### config.mk
export PLATFORM = sky130hd
export DESIGN_NAME = muldiv_seq_unit
export DESIGN_NICKNAME = d
export VERILOG_FILES = /design/src/rtl/muldiv_pkg.sv /design/src/rtl/muldiv_sign_fix.sv /design/src/rtl/muldiv_seq_unit.sv
export SDC_FILE = /design/constraint.sdc
export NUM_CORES = 1
export LEC_CHECK = 0
export BUFFER_PORTS_ARGS = -buffer_cell sky130_fd_sc_hd__buf_4
export CORE_MARGIN = 3
export CORE_UTILIZATION = 39
export CTS_CLUSTER_SIZE = 40
export DETAILED_ROUTE_END_ITERATION = 8
export PLACE_DENSITY_LB_ADDON = 0.12
export SLEW_MARGIN = 20
export SYNTH_ARGS = -nofsm -noshare
export SYNTH_HDL_FRONTEND = slang
export SYNTH_SLANG_ARGS = --single-unit
export TNS_END_PERCENT = 20
### constraint.sdc
create_clock -name clk -period 3.2 [get_ports clk]
set_clock_uncertainty 0.05 [all_clocks]
set_input_delay 0.48 -clock clk [delete_from_list [all_inputs] [get_ports clk]]
set_output_delay 0.48 -clock clk [all_outputs]
set_load 0.05 [all_outputs]
### src/rtl/muldiv_pkg.sv
// Shared types and constants for the iterative M-extension multiply/divide unit.
package muldiv_pkg;

   typedef enum logic [2:0] {
      ST_IDLE = 3'd0,
      ST_MUL  = 3'd1,
      ST_DIV  = 3'd2,
      ST_FIX  = 3'd3,
      ST_DONE = 3'd4
   } state_t;

   localparam logic [2:0] F3_MUL    = 3'b000;
   localparam logic [2:0] F3_MULH   = 3'b001;
   localparam logic [2:0] F3_MULHSU = 3'b010;
   localparam logic [2:0] F3_MULHU  = 3'b011;
   localparam logic [2:0] F3_DIV    = 3'b100;
   localparam logic [2:0] F3_DIVU   = 3'b101;
   localparam logic [2:0] F3_REM    = 3'b110;
   localparam logic [2:0] F3_REMU   = 3'b111;

   localparam logic [6:0] M_FUNCT7 = 7'b0000001;
   localparam logic [1:0] ALUOP_R  = 2'b10;

   // funct3[2] separates the divide group from the multiply group.
   function automatic logic is_div_op(input logic [2:0] f3);
      return f3[2];
   endfunction

endpackage

### src/rtl/muldiv_sign_fix.sv
// Final sign correction and result selection, shared by the multiply and divide paths.
module muldiv_sign_fix
   import muldiv_pkg::*;
#(
   parameter int XLEN = 32
) (
   input  logic [2:0]        funct3,
   input  logic [2*XLEN-1:0] acc,
   input  logic              neg_main,
   input  logic              neg_rem,
   output logic [XLEN-1:0]   result
);

   logic [2*XLEN-1:0] prod;
   logic [XLEN-1:0]   quot;
   logic [XLEN-1:0]   rem;

   // Divide path keeps {remainder, quotient} in the same accumulator as the product.
   always_comb begin
      prod   = neg_main ? -acc : acc;
      quot   = neg_main ? -acc[XLEN-1:0] : acc[XLEN-1:0];
      rem    = neg_rem ? -acc[2*XLEN-1:XLEN] : acc[2*XLEN-1:XLEN];
      result = rem;
      case (funct3)
         F3_MUL:                        result = prod[XLEN-1:0];
         F3_MULH, F3_MULHSU, F3_MULHU:  result = prod[2*XLEN-1:XLEN];
         F3_DIV, F3_DIVU:               result = quot;
         default:                       result = rem;
      endcase
   end

endmodule

### src/rtl/muldiv_seq_unit.sv
// Iterative RV32M/RV64M multiply/divide unit with valid/ready handshakes.
// Define MULDIV_FAST_MUL_EN for a single-cycle combinational multiply (IDLE->FIX->DONE).
//
// state   | meaning
// IDLE    | waiting for a request, in_ready high
// MUL     | one shift-add multiply step per cycle
// DIV     | one restoring divide step per cycle
// FIX     | sign correction and result select
// DONE    | result held until out_ready
module muldiv_seq_unit
   import muldiv_pkg::*;
#(
   parameter int XLEN  = 32,
   parameter int CNT_W = $clog2(XLEN) + 1
) (
   input  logic            clk,
   input  logic            rst_n,
   input  logic            in_valid,
   output logic            in_ready,
   input  logic [1:0]      ALUOp,
   input  logic [6:0]      funct7,
   input  logic [2:0]      funct3,
   input  logic [XLEN-1:0] rs1,
   input  logic [XLEN-1:0] rs2,
   output logic            out_valid,
   input  logic            out_ready,
   output logic [XLEN-1:0] result,
   output logic            illegal
);

   state_t              state_q, state_d;
   logic [CNT_W-1:0]    cnt_q, cnt_d;
   logic [2*XLEN-1:0]   acc_q, acc_d;
   logic [XLEN-1:0]     opb_q, opb_d;
   logic [2:0]          f3_q, f3_d;
   logic                neg_main_q, neg_main_d;
   logic                neg_rem_q, neg_rem_d;
   logic                in_ready_q, in_ready_d;
   logic                out_valid_q, out_valid_d;
   logic                illegal_q, illegal_d;
   logic [XLEN-1:0]     result_q, result_d;
`ifndef MULDIV_FAST_MUL_EN
   logic [2*XLEN-1:0]   mcand_q, mcand_d;
`endif

   logic                m_op, sgn_a, sgn_b, neg_a, neg_b, div_ovf;
   logic [XLEN-1:0]     op_a, op_b, fix_res;
   logic [XLEN:0]       div_shl, div_diff;

   always_comb begin
      m_op    = (ALUOp == ALUOP_R) && (funct7 == M_FUNCT7);
      sgn_a   = (funct3 == F3_MULH) || (funct3 == F3_MULHSU) ||
                (funct3 == F3_DIV)  || (funct3 == F3_REM);
      sgn_b   = (funct3 == F3_MULH) || (funct3 == F3_DIV) || (funct3 == F3_REM);
      neg_a   = sgn_a && rs1[XLEN-1];
      neg_b   = sgn_b && rs2[XLEN-1];
      op_a    = neg_a ? -rs1 : rs1;
      op_b    = neg_b ? -rs2 : rs2;
      div_ovf = sgn_b && is_div_op(funct3) &&
                (rs1 == {1'b1, {(XLEN-1){1'b0}}}) && (rs2 == {XLEN{1'b1}});
      // Restoring step: shift {rem, quot} left by one, trial-subtract the divisor.
      div_shl  = acc_q[2*XLEN-1:XLEN-1];
      div_diff = div_shl - {1'b0, opb_q};
   end

   muldiv_sign_fix #(.XLEN(XLEN)) u_sign_fix (
      .funct3   (f3_q),
      .acc      (acc_q),
      .neg_main (neg_main_q),
      .neg_rem  (neg_rem_q),
      .result   (fix_res)
   );

   always_comb begin
      state_d    = state_q;
      cnt_d      = cnt_q;
      acc_d      = acc_q;
      opb_d      = opb_q;
      f3_d       = f3_q;
      neg_main_d = neg_main_q;
      neg_rem_d  = neg_rem_q;
      illegal_d  = illegal_q;
      result_d   = result_q;
`ifndef MULDIV_FAST_MUL_EN
      mcand_d    = mcand_q;
`endif
      case (state_q)
         ST_IDLE: begin
            if (in_valid && in_ready_q) begin
               f3_d       = funct3;
               neg_main_d = neg_a ^ neg_b;
               neg_rem_d  = neg_a;
               cnt_d      = CNT_W'(XLEN);
               illegal_d  = 1'b0;
               if (!m_op) begin
                  state_d   = ST_DONE;
                  result_d  = '0;
                  illegal_d = 1'b1;
               end else if (is_div_op(funct3) && (rs2 == '0)) begin
                  state_d  = ST_DONE;
                  result_d = funct3[1] ? rs1 : {XLEN{1'b1}};
               end else if (div_ovf) begin
                  state_d  = ST_DONE;
                  result_d = funct3[1] ? '0 : rs1;
               end else if (is_div_op(funct3)) begin
                  state_d = ST_DIV;
                  acc_d   = {{XLEN{1'b0}}, op_a};
                  opb_d   = op_b;
               end else begin
`ifdef MULDIV_FAST_MUL_EN
                  state_d = ST_FIX;
                  acc_d   = {{XLEN{1'b0}}, op_a} * {{XLEN{1'b0}}, op_b};
`else
                  state_d = ST_MUL;
                  acc_d   = '0;
                  mcand_d = {{XLEN{1'b0}}, op_a};
                  opb_d   = op_b;
`endif
               end
            end
         end
`ifndef MULDIV_FAST_MUL_EN
         ST_MUL: begin
            if (opb_q[0]) acc_d = acc_q + mcand_q;
            mcand_d = mcand_q << 1;
            opb_d   = opb_q >> 1;
            cnt_d   = cnt_q - CNT_W'(1);
            if (cnt_q == CNT_W'(1)) state_d = ST_FIX;
         end
`endif
         ST_DIV: begin
            if (!div_diff[XLEN]) acc_d = {div_diff[XLEN-1:0], acc_q[XLEN-2:0], 1'b1};
            else                 acc_d = {div_shl[XLEN-1:0], acc_q[XLEN-2:0], 1'b0};
            cnt_d = cnt_q - CNT_W'(1);
            if (cnt_q == CNT_W'(1)) state_d = ST_FIX;
         end
         ST_FIX: begin
            result_d = fix_res;
            state_d  = ST_DONE;
         end
         ST_DONE: begin
            if (out_ready) state_d = ST_IDLE;
         end
         default: state_d = ST_IDLE;
      endcase
      in_ready_d  = (state_d == ST_IDLE);
      out_valid_d = (state_d == ST_DONE);
   end

   always_ff @(posedge clk or negedge rst_n) begin
      if (!rst_n) begin
         state_q     <= ST_IDLE;
         cnt_q       <= '0;
         acc_q       <= '0;
         opb_q       <= '0;
         f3_q        <= '0;
         neg_main_q  <= 1'b0;
         neg_rem_q   <= 1'b0;
         in_ready_q  <= 1'b1;
         out_valid_q <= 1'b0;
         illegal_q   <= 1'b0;
         result_q    <= '0;
`ifndef MULDIV_FAST_MUL_EN
         mcand_q     <= '0;
`endif
      end else begin
         state_q     <= state_d;
         cnt_q       <= cnt_d;
         acc_q       <= acc_d;
         opb_q       <= opb_d;
         f3_q        <= f3_d;
         neg_main_q  <= neg_main_d;
         neg_rem_q   <= neg_rem_d;
         in_ready_q  <= in_ready_d;
         out_valid_q <= out_valid_d;
         illegal_q   <= illegal_d;
         result_q    <= result_d;
`ifndef MULDIV_FAST_MUL_EN
         mcand_q     <= mcand_d;
`endif
      end
   end

   assign in_ready  = in_ready_q;
   assign out_valid = out_valid_q;
   assign result    = result_q;
   assign illegal   = illegal_q;

endmodule
* Word level (Yosys, flattened, before mapping)
Index checks and enable logic that the tools add are counted.
Cells by class: bitwise gates (word level) 1, reductions and logical operators 30, muxes and demuxes 43, $add $sub $neg 8, equal/unequal tests 26
Operators by type and width (count):
- $mux W64 | 12
- $mux W32 | 15
- $pmux W64 S3 | 1
- $neg A32 Y32 | 4
- $pmux W32 S2 | 2
- $pmux W64 S2 | 1
- $pmux W32 S3 | 1
- $add A64 B64 Y64 | 1
- $eq A32 B32 Y1 const B | 2
- $neg A64 Y64 | 1
- $sub A33 B32 Y33 | 1
- $logic_not A32 Y1 | 1
- $eq A3 B3 Y1 const B | 6
- $mux W3 | 6
- $eq A3 B2 Y1 const B | 5
- $ne A2 B2 Y1 const B | 6
- $pmux W3 S4 | 1
- $pmux W6 S2 | 1
- $reduce_and A6 Y1 | 2
- $eq A3 B1 Y1 const B | 3
- $logic_not A3 Y1 | 3
- $logic_and A1 B1 Y1 | 8
- $eq A7 B1 Y1 const B | 1
- $eq A6 B1 Y1 const B | 1
- other kinds (15) | 23
Storage, ports and cells: bits in registers 209, output and inout bits 35, input port bits 80, word-level logic and storage cells 120

* Longest topological paths before layout
word-level depth 12, mapped depth 15, gate-level depth less buffers 14

* Modules after synthesis
Synthesis repeated with hierarchy kept, for this count alone.
Unflattened totals: cells, all modules 2581, area total of the unflattened synthesis 19516.2 µm²
By module, submodules not included:
- muldiv_seq_unit | sequential area each 5231.3 µm², area an instance 16464.5 µm², times used 1, cells an instance 2087
- muldiv_sign_fix | sequential area each 0.0 µm², area an instance 3051.7 µm², times used 1, cells an instance 494

* Least setup slack after synthesis
Ideal clock, no wire load.
path type register to register, start point register acc_q[31], end point register acc_q[35], data arrival time 3.188 ns, buffers on the path 1, library setup time 0.134 ns, cell stages (with the launch flop) 15, clock period less this slack 3.373 ns, data required time 3.016 ns, slack -0.173 ns, cells stage by stage dfrtp_1 > inv_1 > ha_1 > inv_1 > fa_1 > a211oi_1 > o21a_1 > o21ai_2 > a211oi_1 > o211ai_1 > a21oi_2 > xnor2_2 > clkbuf_1 > mux2i_1 > o21ai_0
Between the ends: word-level cells in the longest chain between the ends 3, elaborated cells between the ends (all ways) 5, classes of those cells add/sub: 2; mux: 3
Ends and longest elaborated chain:
- from (decl) | line muldiv_seq_unit.sv:33 | logic [2*XLEN-1:0] acc_q, acc_d;
- from (signal assigned) | line muldiv_seq_unit.sv:154 | acc_q <= '0;
- from (signal assigned) | line muldiv_seq_unit.sv:169 | acc_q <= acc_d;
- $add A64 B64 Y64 or $sub A33 B32 Y33 (tied branches) | line muldiv_seq_unit.sv:124, muldiv_seq_unit.sv:63
- $mux W64 (on tied branches) | line muldiv_seq_unit.sv:124, muldiv_seq_unit.sv:132
- $pmux W64 S3 * | line muldiv_seq_unit.sv:87 | case (state_q)
Mark *: on every way between the ends. The rest lies on a longest branch, timed or not. The select of a mux whose other input is x is not followed. A chain may end at the register's enable or synchronous reset.

* Worst setup path after layout
start point register acc_q[32], end point register acc_q[39]
The elaborated chain is that of the path after synthesis.

==> impl_metrics.toml <==
[pwr]
worst_ir_drop_vdd_mv = 0.429
p_leak_nw = 10.6
power_density_mw_per_mm2 = 463

[global_routing]
grt_max_degree = 185
grt_pass1_vias = 21000
grt_pass1_wl_um = 120000
grt_usage = 0.289
overflow = 0
antenna_found_initial = 0

[floorplan]
dieArea_mm2 = 0.0527
boundaryPins = 115
core_region_area_mm2 = 0.0492
die_h_um = 230
initial_core_util = 0.397
die_x_um = 230
placementRows = 81

[sta]
worst_pin_slew_ns = 0.837
finalHoldViolations = 0
fin_crit_sh = 1.00
drv_slew = 0
rsz0062_at_grt = "true"
max_freq_ghz = 0.311
slew_headroom = 0.442
fin_ws_ns = -0.0130
hold_slack_ns = 0.131
setup_violations = 3
min_period_ns = 3.21

[setup_path]
crit_slowest_cell = "fa_2"
path_max_fanout = 7
cp-end-kind = "register"
max_stage_delay_ns = 0.43
start_kind = "register"
required_ns = 3.59
critPathKind = "reg2reg"
path_cells = "buf_4, fa_2, a211oi_4, o21a_1, o21ai_4, a211oi_2, o211ai_1, a21oi_2, buf_6, xnor2_4, clkbuf_16, a21oi_2, a221o_1"
cp_common_cell = "a21oi_2"
cp_data_arrival_time_ns = 3.60

[clock_tree]
cts_tree = "done"
clkSlewWorstSetupHoldPaths_ns = 0.06
cts_root_buffer = "clkbuf_16"
cts_buffers = 27
cts_max_path_buffers = 3
cts_max_level = 1
clock-sinks = 209
worstSkewPairLatency_ns = 0.57

[yosys]
synth_cell_type_count = 85
ys.flop_type = "dfrtp_1"
yosysTopAreaCell = "dfrtp_1"
synth_nets = 2822
syn_area_mm2 = 0.0195
seq_area_frac_synth = 0.268
synth_top_cell_area_share = 0.267
synth_edf_count = 0
synthTopCellsByArea = "dfrtp_1 27%, a21oi_1 8.3%, ha_1 6.5%, nand2_1 5.8%, o21ai_0 5.6%"
async_flop_share = 1.00
synthCells = 2638
synthTopCellsByCount = "324 x a21oi_1, 302 x nand2_1, 291 x nor2_1"
syn_area_per_cell_um2 = 7.39
synth-seq-cells = 209
synth.most_common_cell = "a21oi_1"
ys_warn_count = 0

[detailed_routing]
dr.pass1.iters = 6
drt-initial-drc-count = 1829
drtAntennaViolNets = 0
drt_wl_total_um = 79000
wl_per_cell_um = 21.1
vias = 21500
drc_errors = 0
vias_per_cell = 5.75

[placement]
dpl.cell_count = 3668
place_area_mm2 = 0.0240
gp_congestion = 0.971
hpwlAfterDp_um = 61300
portBuffers = 114

[finish]
fin_area_mm2 = 0.0256
regArea_mm2 = 0.00525
fin_util = 0.522
n_fill_cell = 4805
drive_above_1_share = 0.247
fin_nets = 3236
multi_input_area_mm2 = 0.0139
synthToLayoutAreaGrowth_pct = 31.5
diodes = 0
instances_no_fill = 3736

[run_status]
outcome = "complete, but fails checks"
failed_checks = "negative setup slack"

[hold_path]
hold_class = "in2reg"

[job]
cap_viol_max_count = 0
[layout by cell type (no fill, tap or decap), types with 18 or more instances in the layout]
cell | Yosys | routed
nand2_1 | 302 | 298
o31ai_1 | 24 | 22
a21oi_1 | 324 | 306
nand3_1 | 72 | 69
nand4_1 | 45 | 45
a31oi_1 | 24 | 22
inv_1 | 79 | 77
a21o_1 | 41 | 41
nor2_1 | 291 | 286
xnor2_1 | 120 | 120
o21ai_1 | 8 | 29
nor3_1 | 64 | 61
mux2i_1 | 24 | 24
o22ai_1 | 35 | 34
clkbuf_16 | 0 | 28
xor2_1 | 99 | 97
o21a_1 | 34 | 33
dfrtp_1 | 208 | 197
or3_1 | 23 | 21
o21ai_0 | 219 | 192
a221oi_1 | 20 | 18
buf_4 | 3 | 536
ha_1 | 102 | 88
[stage by stage]
step                      setup TNS (ns)  worst slack [ns]  power [mW]
after global routing               -2.60            -0.131        12.5
after floorplan                        0            0.0213        6.15
after global placement             -6.28            -0.368        8.52
after CTS                         -0.102           -0.0277        11.8
after detailed placement           -9.00            -0.391        8.56
final                            -0.0214           -0.0130        11.9
[final cells by class]
type | count | share of cell area
Clock buffer | 38 | 0.0303
Clock inverter | 11 | 0.00381
Inverter | 79 | 0.0116
Multi-Input combinational cell | 2173 | 0.543
Sequential cell | 209 | 0.205
Tap cell | 664 | 0.0324
Timing Repair Buffer | 562 | 0.174
[routing by layer]
metal / routed length [um] / global-route usage / part of all wire / vias up
li1: - / - / - / 10300
met1: 31600 / 0.342 / 0.40 / 10400
met2: 39000 / 0.514 / 0.49 / 584
met3: 3880 / 0.0338 / 0.049 / 172
met4: 4490 / 0.144 / 0.057 / 0
met5: 0 / 0 / 0 / -
[final timing paths]
| path | slack [ns] | from | depth (start not counted) | end |
|---|---|---|---|---|
| max in group asynchronous | 1.88 | rst_n | 3 | acc_q[1] |
| worst max register to register | -0.01 | acc_q[32] | 13 | acc_q[39] |
| worst min-delay path | 0.13 | funct3[0] | 3 | f3_q[0] |
| min in group asynchronous | 0.37 | rst_n | 2 | result[5] |
| worst min register to register | 0.44 | illegal | 2 | illegal |
| worst max-delay path | -0.01 | acc_q[32] | 13 | acc_q[39] |
[cells by family (layout without fill, tap and decap cells)]
kind of cell | after synthesis | in the layout | synth area share
buf+inv | 256 | 690 | 0.0514
fa+ha+maj | 111 | 111 | 0.0711
flops | 209 | 209 | 0.268
mux | 27 | 27 | 0.0141
xor+xnor | 220 | 220 | 0.0992
simple gates | 928 | 928 | 0.219
compound gates | 887 | 887 | 0.276
[repair_timing]
| item | in CTS | in global routing |
|---|---|---|
| endpoints found under the setup margin | 50 | 54 |
| endpoints found under the hold margin | 50 | 0 |
| buffers inserted | 13 | 4 |
| hold buffers | 1 | 0 |
| pin swaps | 19 | 26 |
| resized for setup | 70 | 93 |
| gates cloned | 0 | 1 |
[worst max-delay path, delay by kind of cell, from the launching register on]
family | cells | cell delay [ns]
flops | 1 | 0.38
xor+xnor | 1 | 0.21
compound gates | 8 | 1.41
buf+inv | 3 | 0.60
fa+ha+maj | 1 | 0.43
[state kept, by name (all words and copies together) (netlist names), 3 cells and up]
register and count:
acc_q 64, cnt_q 6, f3_q 3, mcand_q 64
opb_q 32, result 32, state_q 3
[power by group]
| group | total [mW] | leakage [nW] | internal, mW | switching, mW |
|---|---|---|---|---|
| Sequential | 3.05 | 2.39 | 2.83 | 0.216 |
| Clock | 3.06 | 0.426 | 1.77 | 1.29 |
| Combinational | 5.75 | 7.77 | 2.40 | 3.35 |
| Total | 11.9 | 10.6 | 7.01 | 4.85 |
No activity file was read; power rests on OpenSTA's default activity.
